### src/rtl/instfifo_if.sv
// Handshake bundle between fetch, the instruction queue and the decoder/RS/ROB.
// The queue itself sits on the slave side; fetch and the downstream units form the master.
interface instfifo_if #(
  parameter int ADDR_W = 3,
  parameter int INST_W = 32,
  parameter int PC_W   = 32
);
  logic              if_instqueue_en_in;
  logic [INST_W-1:0] if_instqueue_inst_in;
  logic [PC_W-1:0]   if_instqueue_pc_in;
  logic              instqueue_if_rdy_out;
  logic              rs_instqueue_rdy_in;
  logic              rob_instqueue_rdy_in;
  logic              rob_instqueue_rst_in;
  logic              decoder_instqueue_rst_in;
  logic              instqueue_decoder_en_out;
  logic [INST_W-1:0] instqueue_decoder_inst_out;
  logic [PC_W-1:0]   instqueue_decoder_pc_out;
  logic [ADDR_W:0]   instqueue_count_out;
  logic              instqueue_overflow_out;

  modport master (
    output if_instqueue_en_in, if_instqueue_inst_in, if_instqueue_pc_in,
    output rs_instqueue_rdy_in, rob_instqueue_rdy_in,
    output rob_instqueue_rst_in, decoder_instqueue_rst_in,
    input  instqueue_if_rdy_out, instqueue_decoder_en_out,
    input  instqueue_decoder_inst_out, instqueue_decoder_pc_out,
    input  instqueue_count_out, instqueue_overflow_out
  );

  modport slave (
    input  if_instqueue_en_in, if_instqueue_inst_in, if_instqueue_pc_in,
    input  rs_instqueue_rdy_in, rob_instqueue_rdy_in,
    input  rob_instqueue_rst_in, decoder_instqueue_rst_in,
    output instqueue_if_rdy_out, instqueue_decoder_en_out,
    output instqueue_decoder_inst_out, instqueue_decoder_pc_out,
    output instqueue_count_out, instqueue_overflow_out
  );
endinterface

### src/rtl/instfifo.sv
// Instruction queue between fetch and decode: circular buffer with explicit occupancy,
// slack-aware fetch back-pressure, sticky overflow and single-cycle flush.
module instfifo #(
  parameter int DEPTH  = 8,
  parameter int ADDR_W = 3,
  parameter int INST_W = 32,
  parameter int PC_W   = 32,
  parameter int SLACK  = 1
) (
  input  logic       clk_in,
  input  logic       rst_in,
  input  logic       rdy_in,
  instfifo_if.slave  bus
);

  localparam logic [ADDR_W:0] FULL_CNT  = (ADDR_W+1)'(DEPTH);
  localparam logic [ADDR_W:0] RDY_LIMIT = (ADDR_W+1)'(DEPTH - SLACK);

  logic [INST_W-1:0] inst_mem [DEPTH];
  logic [PC_W-1:0]   pc_mem   [DEPTH];

  logic [ADDR_W-1:0] head;
  logic [ADDR_W-1:0] tail;
  logic [ADDR_W:0]   count;
  logic              en_q;
  logic [INST_W-1:0] inst_q;
  logic [PC_W-1:0]   pc_q;
  logic              overflow_q;

  logic flush;
  logic full;
  logic empty;
  logic push_fire;
  logic pop_fire;

  // Full/empty come from the explicit count, so head==tail is never ambiguous.
  always_comb begin
    flush     = bus.rob_instqueue_rst_in || bus.decoder_instqueue_rst_in;
    full      = (count == FULL_CNT);
    empty     = (count == '0);
    push_fire = bus.if_instqueue_en_in && !full;
    pop_fire  = bus.rs_instqueue_rdy_in && bus.rob_instqueue_rdy_in && !empty;
  end

  // Storage has no reset; stale entries are unreachable once the pointers are cleared.
  always_ff @(posedge clk_in) begin
    if (rdy_in && !flush && push_fire) begin
      inst_mem[tail] <= bus.if_instqueue_inst_in;
      pc_mem[tail]   <= bus.if_instqueue_pc_in;
    end
  end

  always_ff @(posedge clk_in or posedge rst_in) begin
    if (rst_in) begin
      head       <= '0;
      tail       <= '0;
      count      <= '0;
      en_q       <= 1'b0;
      inst_q     <= '0;
      pc_q       <= '0;
      overflow_q <= 1'b0;
    end else if (rdy_in) begin
      if (flush) begin
        head       <= '0;
        tail       <= '0;
        count      <= '0;
        en_q       <= 1'b0;
        overflow_q <= 1'b0;
      end else begin
        if (push_fire) begin
          tail <= tail + 1'b1;
        end
        if (pop_fire) begin
          head   <= head + 1'b1;
          en_q   <= 1'b1;
          inst_q <= inst_mem[head];
          pc_q   <= pc_mem[head];
        end else begin
          en_q <= 1'b0;
        end
        if (push_fire && !pop_fire) begin
          count <= count + 1'b1;
        end else if (!push_fire && pop_fire) begin
          count <= count - 1'b1;
        end
        // Full test uses the pre-edge count, so a same-cycle pop cannot rescue the push.
        if (bus.if_instqueue_en_in && full) begin
          overflow_q <= 1'b1;
        end
      end
    end
  end

  assign bus.instqueue_if_rdy_out       = (count < RDY_LIMIT);
  assign bus.instqueue_decoder_en_out   = en_q;
  assign bus.instqueue_decoder_inst_out = inst_q;
  assign bus.instqueue_decoder_pc_out   = pc_q;
  assign bus.instqueue_count_out        = count;
  assign bus.instqueue_overflow_out     = overflow_q;

endmodule

### src/flat_wrapper.sv
// flat-port wrapper written by rule: the top's interface ports become plain ports
module instfifo_flat 
#(
  parameter int DEPTH  = 8,
  parameter int ADDR_W = 3,
  parameter int INST_W = 32,
  parameter int PC_W   = 32,
  parameter int SLACK  = 1
)
  (clk_in, rst_in, rdy_in, bus_if_instqueue_en_in, bus_if_instqueue_inst_in, bus_if_instqueue_pc_in, bus_rs_instqueue_rdy_in, bus_rob_instqueue_rdy_in, bus_rob_instqueue_rst_in, bus_decoder_instqueue_rst_in, bus_instqueue_if_rdy_out, bus_instqueue_decoder_en_out, bus_instqueue_decoder_inst_out, bus_instqueue_decoder_pc_out, bus_instqueue_count_out, bus_instqueue_overflow_out);
  instfifo_if #(.ADDR_W(ADDR_W), .INST_W(INST_W), .PC_W(PC_W)) bus_i ();
  input  logic clk_in;
  input  logic rst_in;
  input  logic rdy_in;
  input wire logic [$bits(bus_i.if_instqueue_en_in)-1:0] bus_if_instqueue_en_in;
  input wire logic [$bits(bus_i.if_instqueue_inst_in)-1:0] bus_if_instqueue_inst_in;
  input wire logic [$bits(bus_i.if_instqueue_pc_in)-1:0] bus_if_instqueue_pc_in;
  input wire logic [$bits(bus_i.rs_instqueue_rdy_in)-1:0] bus_rs_instqueue_rdy_in;
  input wire logic [$bits(bus_i.rob_instqueue_rdy_in)-1:0] bus_rob_instqueue_rdy_in;
  input wire logic [$bits(bus_i.rob_instqueue_rst_in)-1:0] bus_rob_instqueue_rst_in;
  input wire logic [$bits(bus_i.decoder_instqueue_rst_in)-1:0] bus_decoder_instqueue_rst_in;
  output wire logic [$bits(bus_i.instqueue_if_rdy_out)-1:0] bus_instqueue_if_rdy_out;
  output wire logic [$bits(bus_i.instqueue_decoder_en_out)-1:0] bus_instqueue_decoder_en_out;
  output wire logic [$bits(bus_i.instqueue_decoder_inst_out)-1:0] bus_instqueue_decoder_inst_out;
  output wire logic [$bits(bus_i.instqueue_decoder_pc_out)-1:0] bus_instqueue_decoder_pc_out;
  output wire logic [$bits(bus_i.instqueue_count_out)-1:0] bus_instqueue_count_out;
  output wire logic [$bits(bus_i.instqueue_overflow_out)-1:0] bus_instqueue_overflow_out;
  assign bus_i.if_instqueue_en_in = bus_if_instqueue_en_in;
  assign bus_i.if_instqueue_inst_in = bus_if_instqueue_inst_in;
  assign bus_i.if_instqueue_pc_in = bus_if_instqueue_pc_in;
  assign bus_i.rs_instqueue_rdy_in = bus_rs_instqueue_rdy_in;
  assign bus_i.rob_instqueue_rdy_in = bus_rob_instqueue_rdy_in;
  assign bus_i.rob_instqueue_rst_in = bus_rob_instqueue_rst_in;
  assign bus_i.decoder_instqueue_rst_in = bus_decoder_instqueue_rst_in;
  assign bus_instqueue_if_rdy_out = bus_i.instqueue_if_rdy_out;
  assign bus_instqueue_decoder_en_out = bus_i.instqueue_decoder_en_out;
  assign bus_instqueue_decoder_inst_out = bus_i.instqueue_decoder_inst_out;
  assign bus_instqueue_decoder_pc_out = bus_i.instqueue_decoder_pc_out;
  assign bus_instqueue_count_out = bus_i.instqueue_count_out;
  assign bus_instqueue_overflow_out = bus_i.instqueue_overflow_out;
  instfifo #(.DEPTH(DEPTH), .ADDR_W(ADDR_W), .INST_W(INST_W), .PC_W(PC_W), .SLACK(SLACK)) u_core (.clk_in(clk_in), .rst_in(rst_in), .rdy_in(rdy_in), .bus(bus_i));
endmodule
### config.mk
export PLATFORM = sky130hd
export DESIGN_NAME = instfifo_flat
export DESIGN_NICKNAME = d
export VERILOG_FILES = /design/src/rtl/instfifo_if.sv /design/src/rtl/instfifo.sv /design/src/flat_wrapper.sv
export SDC_FILE = /design/constraint.sdc
export NUM_CORES = 1
export LEC_CHECK = 0
export BUFFER_PORTS_ARGS = -buffer_cell sky130_fd_sc_hd__buf_2
export CORE_UTILIZATION = 55
export DETAILED_ROUTE_END_ITERATION = 6
export MAX_ROUTING_LAYER = met4
export PLACE_DENSITY = 0.75
export SYNTH_ARGS = -nofsm -noshare
export SYNTH_HDL_FRONTEND = slang
export SYNTH_SLANG_ARGS = --single-unit
### constraint.sdc
create_clock -name clk_in -period 8.34 [get_ports clk_in]
set_clock_uncertainty 0.05 [all_clocks]
set_input_delay 1.251 -clock clk_in [delete_from_list [all_inputs] [get_ports clk_in]]
set_output_delay 1.251 -clock clk_in [all_outputs]
set_load 0.02 [all_outputs]
==> metrics.txt, run 1 <==
Nets=1213; worst-path fanout max=54; CTS Buffer Depth=3; final slew viol count=0; crit path cell chain=buf_2, nand2_1, nor2_1, nand2_1, nor3_2, buf_4; Cell Area, Placed=23600 µm²; Final Wtd Congestion=0.797; Final min period=3.32 ns; PortBufs=142; Mapped Avg Cell Area=23.3 µm²; total track usage=21.6%; core area=39900 µm²; Worst Setup Start Kind=primary input; die area=41500 µm²; average wire per standard cell=24.4 µm; fill count=2574; sequential element share of the synthesized area=77.3%; period utilisation layout=39.8%; Async SR Flop Fraction=12.9%; initial antenna violation count=6; vias in the first global route=10731; Unique masters post-synth=37; most common flop cell mapped by yosys=edfxtp_1; RSZ-0062 raised after global routing=no; setup ws final=5.02 ns; Starting Density=56.0%; # IOs=143; Final Cell Area=25400 µm²; Synth Warn #=0; Post-CTS Setup Bufs=0; Die Wd=204 µm; largest net degree at the start of global routing=82; layout cells sized above 1=42.8%; Worst Max-Slew Pin Slew=1.01 ns; CP peak stage delay=0.83 ns; Max Fclk=0.301 GHz; Layout area overhead=13.5%; WP data required=8.49 ns; row count=73; most common cell after layout, fill and taps aside=edfxtp_1; Pwr Total=6.20 mW; clock-pin slew on the worst setup and hold paths=0.06 ns; number of synthesized flops with an enable pin=512; max cap viols=0; Buf+Inv Stages, Crit Path=2; Peak VDD IR=0.209 mV; GR Overflow Total=0; Fin. Hold Viols=0; CTS tree=built; cell family with most CP delay=simple AND/OR/NAND/NOR gates; most frequent cells in the layout=512 x edfxtp_1, 142 x buf_2, 129 x mux2_2, 128 x mux4_2, 73 x dfrtp_1; first-pass iteration count of the detailed router=5; Yosys reg bits=588; Pleak=8.53 nW; total wire length=41700 µm; Post-DP HPWL=22500 µm; CP max stage cell=buf_4; Clock Latency Late Sink=0.59 ns; Final Instance Count excl. Fillers=1711; Pwr Density=244 nW/µm²; most used cell, CP=nand2_1; final setup fails=0; Sinks on Clock Net=588; Worst Path Arrival=3.47 ns; vias per cell=5.88; Crit. End Element=flop; Routed Antenna Nets=0; Crit Path Category=in2reg; clk root buf=clkbuf_16; Hold Crit Class=reg2reg; Slew headroom=32.4%; status=completed; Cells after DPL=1601; first-pass GRT wire length=64100 µm; DR iter-0 viols=706; Synthesized Nets=1039; DP Worst Slack=4.41 ns; post-route setup TNS=0 ns; Die Ht=204 µm; H-tree Lvls=2; Resized cells post-CTS=0; cell area after synthesis=22400 µm²; DRC errors left=0; cts hold-fix bufs=0; Vias=10069; Mapped Cells=961; Num CTS Buffers=57
-- worst register-to-register path, stage by stage, from the launching register on --
cell	delay, ns
dfrtp_4	1.08
buf_12	0.64
mux4_2	0.63
mux2_2	0.33
mux2_2	0.28
-- Yosys cell counts (2+ instances only) --
master	count	share of area (%)
edfxtp_1	512	69
mux2_2	129	6.5
a31oi_1	2	0.056
buf_4	2	0.067
a22o_1	2	0.078
o211ai_1	2	0.067
nor3_1	5	0.11
mux4_2	128	13
clkbuf_1	16	0.27
ha_1	5	0.28
o21ai_0	7	0.16
or2_2	3	0.084
buf_6	16	0.81
buf_2	9	0.20
nand2_1	10	0.17
nand2b_1	2	0.056
a21oi_1	2	0.045
nand3_1	3	0.067
dfrtp_1	76	8.5
inv_1	7	0.12
nor2_1	7	0.12
-- final timing paths --
path                                                        startpoint                                      end  slack [ns]  cells past startpoint
worst min register to register  u_core.bus.instqueue_decoder_pc_out[6]   u_core.bus.instqueue_decoder_pc_out[6]        0.45                      1
worst max register to register                          u_core.head[0]  u_core.bus.instqueue_decoder_pc_out[17]        5.23                      4
worst min-delay path            u_core.bus.instqueue_decoder_pc_out[6]   u_core.bus.instqueue_decoder_pc_out[6]        0.45                      1
max in group asynchronous                                       rst_in                           u_core.head[0]        6.56                      3
min in group asynchronous                                       rst_in  u_core.bus.instqueue_decoder_pc_out[13]        0.66                      2
worst max-delay path                                            rdy_in                   u_core.inst_mem[2][13]        5.02                      6
-- area by class of cell --
cell class / count / area [µm²] / share of cell area, %
flip-flops and latches: 588 / 17300 / 68.1
multi-input cells: 321 / 4800 / 18.9
clock buffers: 82 / 1580 / 6.23
repair buffers: 159 / 851 / 3.35
well taps: 525 / 657 / 2.59
clock inverters: 22 / 150 / 0.592
inverters: 8 / 32.5 / 0.128
diodes: 6 / 15.0 / 0.0592
-- state kept, by name (all words and copies together) (netlist names) --
register and cells:
u_core.bus.instqueue_decoder_inst_out 32, u_core.inst_mem 256, u_core.bus.instqueue_decoder_pc_out 32, u_core.bus.instqueue_count_out 4, u_core.head 3, u_core.bus.instqueue_decoder_en_out 1
u_core.pc_mem 256, u_core.tail 3, u_core.bus.instqueue_overflow_out 1
-- through the flow --
step / hold slack, ns / utilization [%]
after detailed placement: 0.441 / 59.2
final: 0.448 / 63.6
after floorplan: 0.488 / -
after global placement: 0.435 / 59.2
after CTS: 0.456 / 63.5
after global routing: 0.463 / 63.6
-- cell families (layout without fill, tap and decap cells) --
| family | Yosys count | count (layout) | share of synthesized area (%) |
|---|---|---|---|
| compound gates | 21 | 21 | 0.627 |
| xor+xnor | 1 | 1 | 0.0392 |
| fa+ha+maj | 6 | 6 | 0.369 |
| buf+inv | 52 | 271 | 1.49 |
| flops | 588 | 588 | 77.3 |
| mux | 257 | 257 | 19.4 |
| other cells | 0 | 6 | 0 |
| simple gates | 36 | 36 | 0.795 |
-- where the power goes --
group / internal, mW / leakage [nW] / switching [mW]
combinational: 0.189 / 2.08 / 0.264
clock: 1.37 / 0.841 / 1.03
sequential: 3.30 / 5.61 / 0.0551
-- routing by layer --
metal / wire length (µm) / share of wire, % / GRT usage, %
met3: 2640 / 6.3 / 3.91
met1: 17700 / 43 / 29.5
met2: 20600 / 49 / 33.6
met5: 0 / 0 / -
met4: 734 / 1.8 / 6.44
(Power assumes the default switching activity.)
==> run 2, diff against run 1 <==
--- a/config.mk
+++ b/config.mk
@@ -5,11 +5,12 @@
 export SDC_FILE = /design/constraint.sdc
 export NUM_CORES = 1
 export LEC_CHECK = 0
+export ABC_AREA = 1
 export BUFFER_PORTS_ARGS = -buffer_cell sky130_fd_sc_hd__buf_2
 export CORE_UTILIZATION = 55
 export DETAILED_ROUTE_END_ITERATION = 6
 export MAX_ROUTING_LAYER = met4
-export PLACE_DENSITY = 0.75
+export PLACE_DENSITY = 0.78
 export SYNTH_ARGS = -nofsm -noshare
 export SYNTH_HDL_FRONTEND = slang
 export SYNTH_SLANG_ARGS = --single-unit
==> constraint.sdc (replaced) <==
create_clock -name clk_in -period 2.9 [get_ports clk_in]
set_clock_uncertainty 0.05 [all_clocks]
set_input_delay 0.435 -clock clk_in [delete_from_list [all_inputs] [get_ports clk_in]]
set_output_delay 0.435 -clock clk_in [all_outputs]
set_load 0.02 [all_outputs]
==> run 2 against run 1 <==
Effect of this change:
- clock power grew to 3.2 times the previous value
- combinational power grew to 3.5 times the previous value
- core utilization shrank 0.068 points
- routed wire length grew 34%
==> metrics.txt, run 2 <==
status=completed; post-route setup TNS=0 ns (unchanged); PortBufs=142 (unchanged); Pwr Density=672 nW/µm² (+180%); Unique masters post-synth=29 (-22%); Final Wtd Congestion=0.782 (-1.9%); Vias=16470 (+64%); first-pass GRT wire length=87100 µm (+36%); CTS Buffer Depth=3 (unchanged); sequential element share of the synthesized area=70.1% (-7.2 points); first-pass iteration count of the detailed router=6 (+1); period utilisation layout=86.6%; max cap viols=0 (unchanged); most frequent cells in the layout=796 x nand2_1, 512 x edfxtp_1, 397 x inv_1, 389 x nand3_1, 142 x buf_2; Post-DP HPWL=31000 µm (+37%); clock-pin slew on the worst setup and hold paths=0.06 ns (about the same); commonest cells in the netlist=796 x nand2_1, 512 x edfxtp_1, 398 x inv_1; DRC errors left=0 (unchanged); met1 Use GR=31.4% (+2.0 points); Routed Antenna Nets=0 (unchanged); WHS Path Cells=1 (unchanged); Die Wd=214 µm (+5.0%); worst-path fanout max=12 (-78%); Final min period=2.51 ns; Worst R2R End=u_core.inst_mem[0][5]; most common flop cell mapped by yosys=edfxtp_1; Starting Density=55.7% (-0.27 points); Slew headroom=32.2% (-0.24 points); final setup fails=0 (unchanged); row count=77 (+5.5%); Pleak=12.4 nW (+45%); Synthesized Nets=2409 (+130%); Die Ht=214 µm (+5.0%); Hold Crit Class=in2reg; worst-case hold path end point=u_core.pc_mem[1][17]; die area=45700 µm² (+10%); layout cells sized above 1=11.6% (-31 points); fill count=3185 (+24%); Resized cells post-CTS=0 (unchanged); biggest regs=u_core.inst_mem x256, u_core.pc_mem x256; Yosys reg bits=588 (unchanged); Hold Path Origin=bus_if_instqueue_pc_in[17]; Worst Setup Start Kind=flop; Max Fclk=0.398 GHz; total track usage=25.8% (+4.3 points); number of synthesized flops with an enable pin=512 (unchanged); Sinks on Clock Net=588 (unchanged); Crit Path Category=reg2reg; Synth area leader=edfxtp_1; WP data required=3.16 ns (-5.33 ns); core area=44200 µm² (+11%); total wire length=55900 µm (+34%); most frequent cell after synthesis=nand2_1; post-synth top area share=62.4% (-6.4 points); Pwr Total=18.9 mW (+200%); # IOs=143 (unchanged); Async SR Flop Fraction=12.9% (unchanged); vias in the first global route=16609 (+55%); Peak VDD IR=0.471 mV (+130%); gr busiest metal=met2; Nets=2533 (+110%); CTS tree=built; final slew viol count=0 (unchanged); clk root buf=clkbuf_16; Synth area leaders=edfxtp_1 62%, nand2_1 12%, nand3_1 7.9%; Num CTS Buffers=55 (-3.5%); Mapped Cells=2331 (+140%); largest net degree at the start of global routing=143 (+74%); initial antenna violation count=13 (+7); r2r setup slk=0.39 ns (-4.84 ns); Layout area overhead=13.9%; vias per cell=5.30 (-9.9%); most common cell after layout, fill and taps aside=nand2_1; met2 Use GR=43.7% (+10 points); Mapped Avg Cell Area=10.6 µm² (-55%); average wire per standard cell=18.0 µm (-26%); Clock Latency Late Sink=0.62 ns (+0.03 ns); Fin. Hold Viols=0 (unchanged); RSZ-0062 raised after global routing=no; reg-to-reg startpoint=u_core.bus.instqueue_count_out[2]; M3 GR Usage=3.73% (-0.18 points); DR iter-0 viols=1610 (+130%); Worst Path Arrival=2.77 ns (-0.70 ns); Synth Warn #=0 (unchanged); H-tree Lvls=2 (unchanged); cell area after synthesis=24600 µm² (+10%); Crit. End Element=flop; FF-to-FF path depth=7 (+3); GR Overflow Total=0 (unchanged); Worst Max-Slew Pin Slew=1.02 ns (+0.00362 ns)
-- run 2: changes by cell type in the layout (fill, tap and decap cells not counted), sizes merged, moves of 8 or more --
cell / change
mux4: -128
buf: +19
inv: +395
nor2: +9
mux2: -129
nand2: +787
clkbuf: -21
bufinv: +10
diode: +8
nand3: +386
-- run 2: worst max-delay path: stages (launching register included) --
cell and delay (ns):
dfrtp_1 0.40, inv_1 0.09, nand3_1 0.13, nand2_1 0.08
nor2_1 0.27, nand2_1 0.33, nor2_4 0.56, buf_4 0.30
-- run 2: routing by layer --
metal / part of all wire [%] / wire length (µm)
met5: 0 / 0
met4: 2.8 / 1580
met3: 7.2 / 4030
met2: 51 / 28400
met1: 39 / 21900
-- run 2: worst max path at each step --
stage                                  end                         startpoint  cells past startpoint
detailed placement   u_core.inst_mem[0][1]       bus_decoder_instqueue_rst_in                      7
floorplan            u_core.inst_mem[0][0]  u_core.bus.instqueue_count_out[2]                      6
finish               u_core.inst_mem[0][5]  u_core.bus.instqueue_count_out[2]                      7
global placement    u_core.inst_mem[0][29]       bus_decoder_instqueue_rst_in                      7
global route         u_core.inst_mem[0][5]  u_core.bus.instqueue_count_out[2]                      7
CTS                  u_core.inst_mem[0][2]  u_core.bus.instqueue_count_out[2]                      7
-- run 2: what timing repair did --
item                                   in CTS  in global routing
hold buffers                                1                  0
endpoints found under the hold margin      40                  0
buffers inserted                            0                  0
-- run 2: power breakdown --
group | switching (mW) | total, mW | internal, mW
Sequential | 0.162 | 9.67 | 9.51
Combinational | 1.07 | 1.57 | 0.497
Clock | 3.09 | 7.63 | 4.54
Total | 4.33 | 18.9 | 14.5
-- run 2: through the flow --
stage                     cells  hold WS [ns]  area [µm²]  util, %  worst slack [ns]
after floorplan            2331         0.484       24700        -            -0.352
after global placement     2989         0.407       26100     59.1             0.360
after detailed placement   2989         0.410       26100     59.1             0.325
after CTS                  3091        0.0159       28000     63.4             0.424
after global routing       3104        0.0463       28100     63.5             0.236
final                      3105        0.0422       28100     63.5             0.388
-- run 2: area by class of cell --
type	count	area, µm²	area share [%]
Sequential cell	588	17300	61.6
Multi-Input combinational cell	1227	5280	18.8
Inverter	404	1530	5.44
Clock buffer	61	1400	4.98
Timing Repair Buffer	179	1300	4.64
Tap cell	592	741	2.64
Clock inverter	40	507	1.80
Antenna cell	14	35.0	0.125
-- run 2: cell families after synthesis --
logic type	synth area share, %
XOR/XNOR	0.142
adder cells (fa/ha/maj)	0.335
flip-flops	70.1
buffers and inverters	8.73
AND/OR/NAND/NOR	20.4
AO/OA/AOI/OAI	0.284
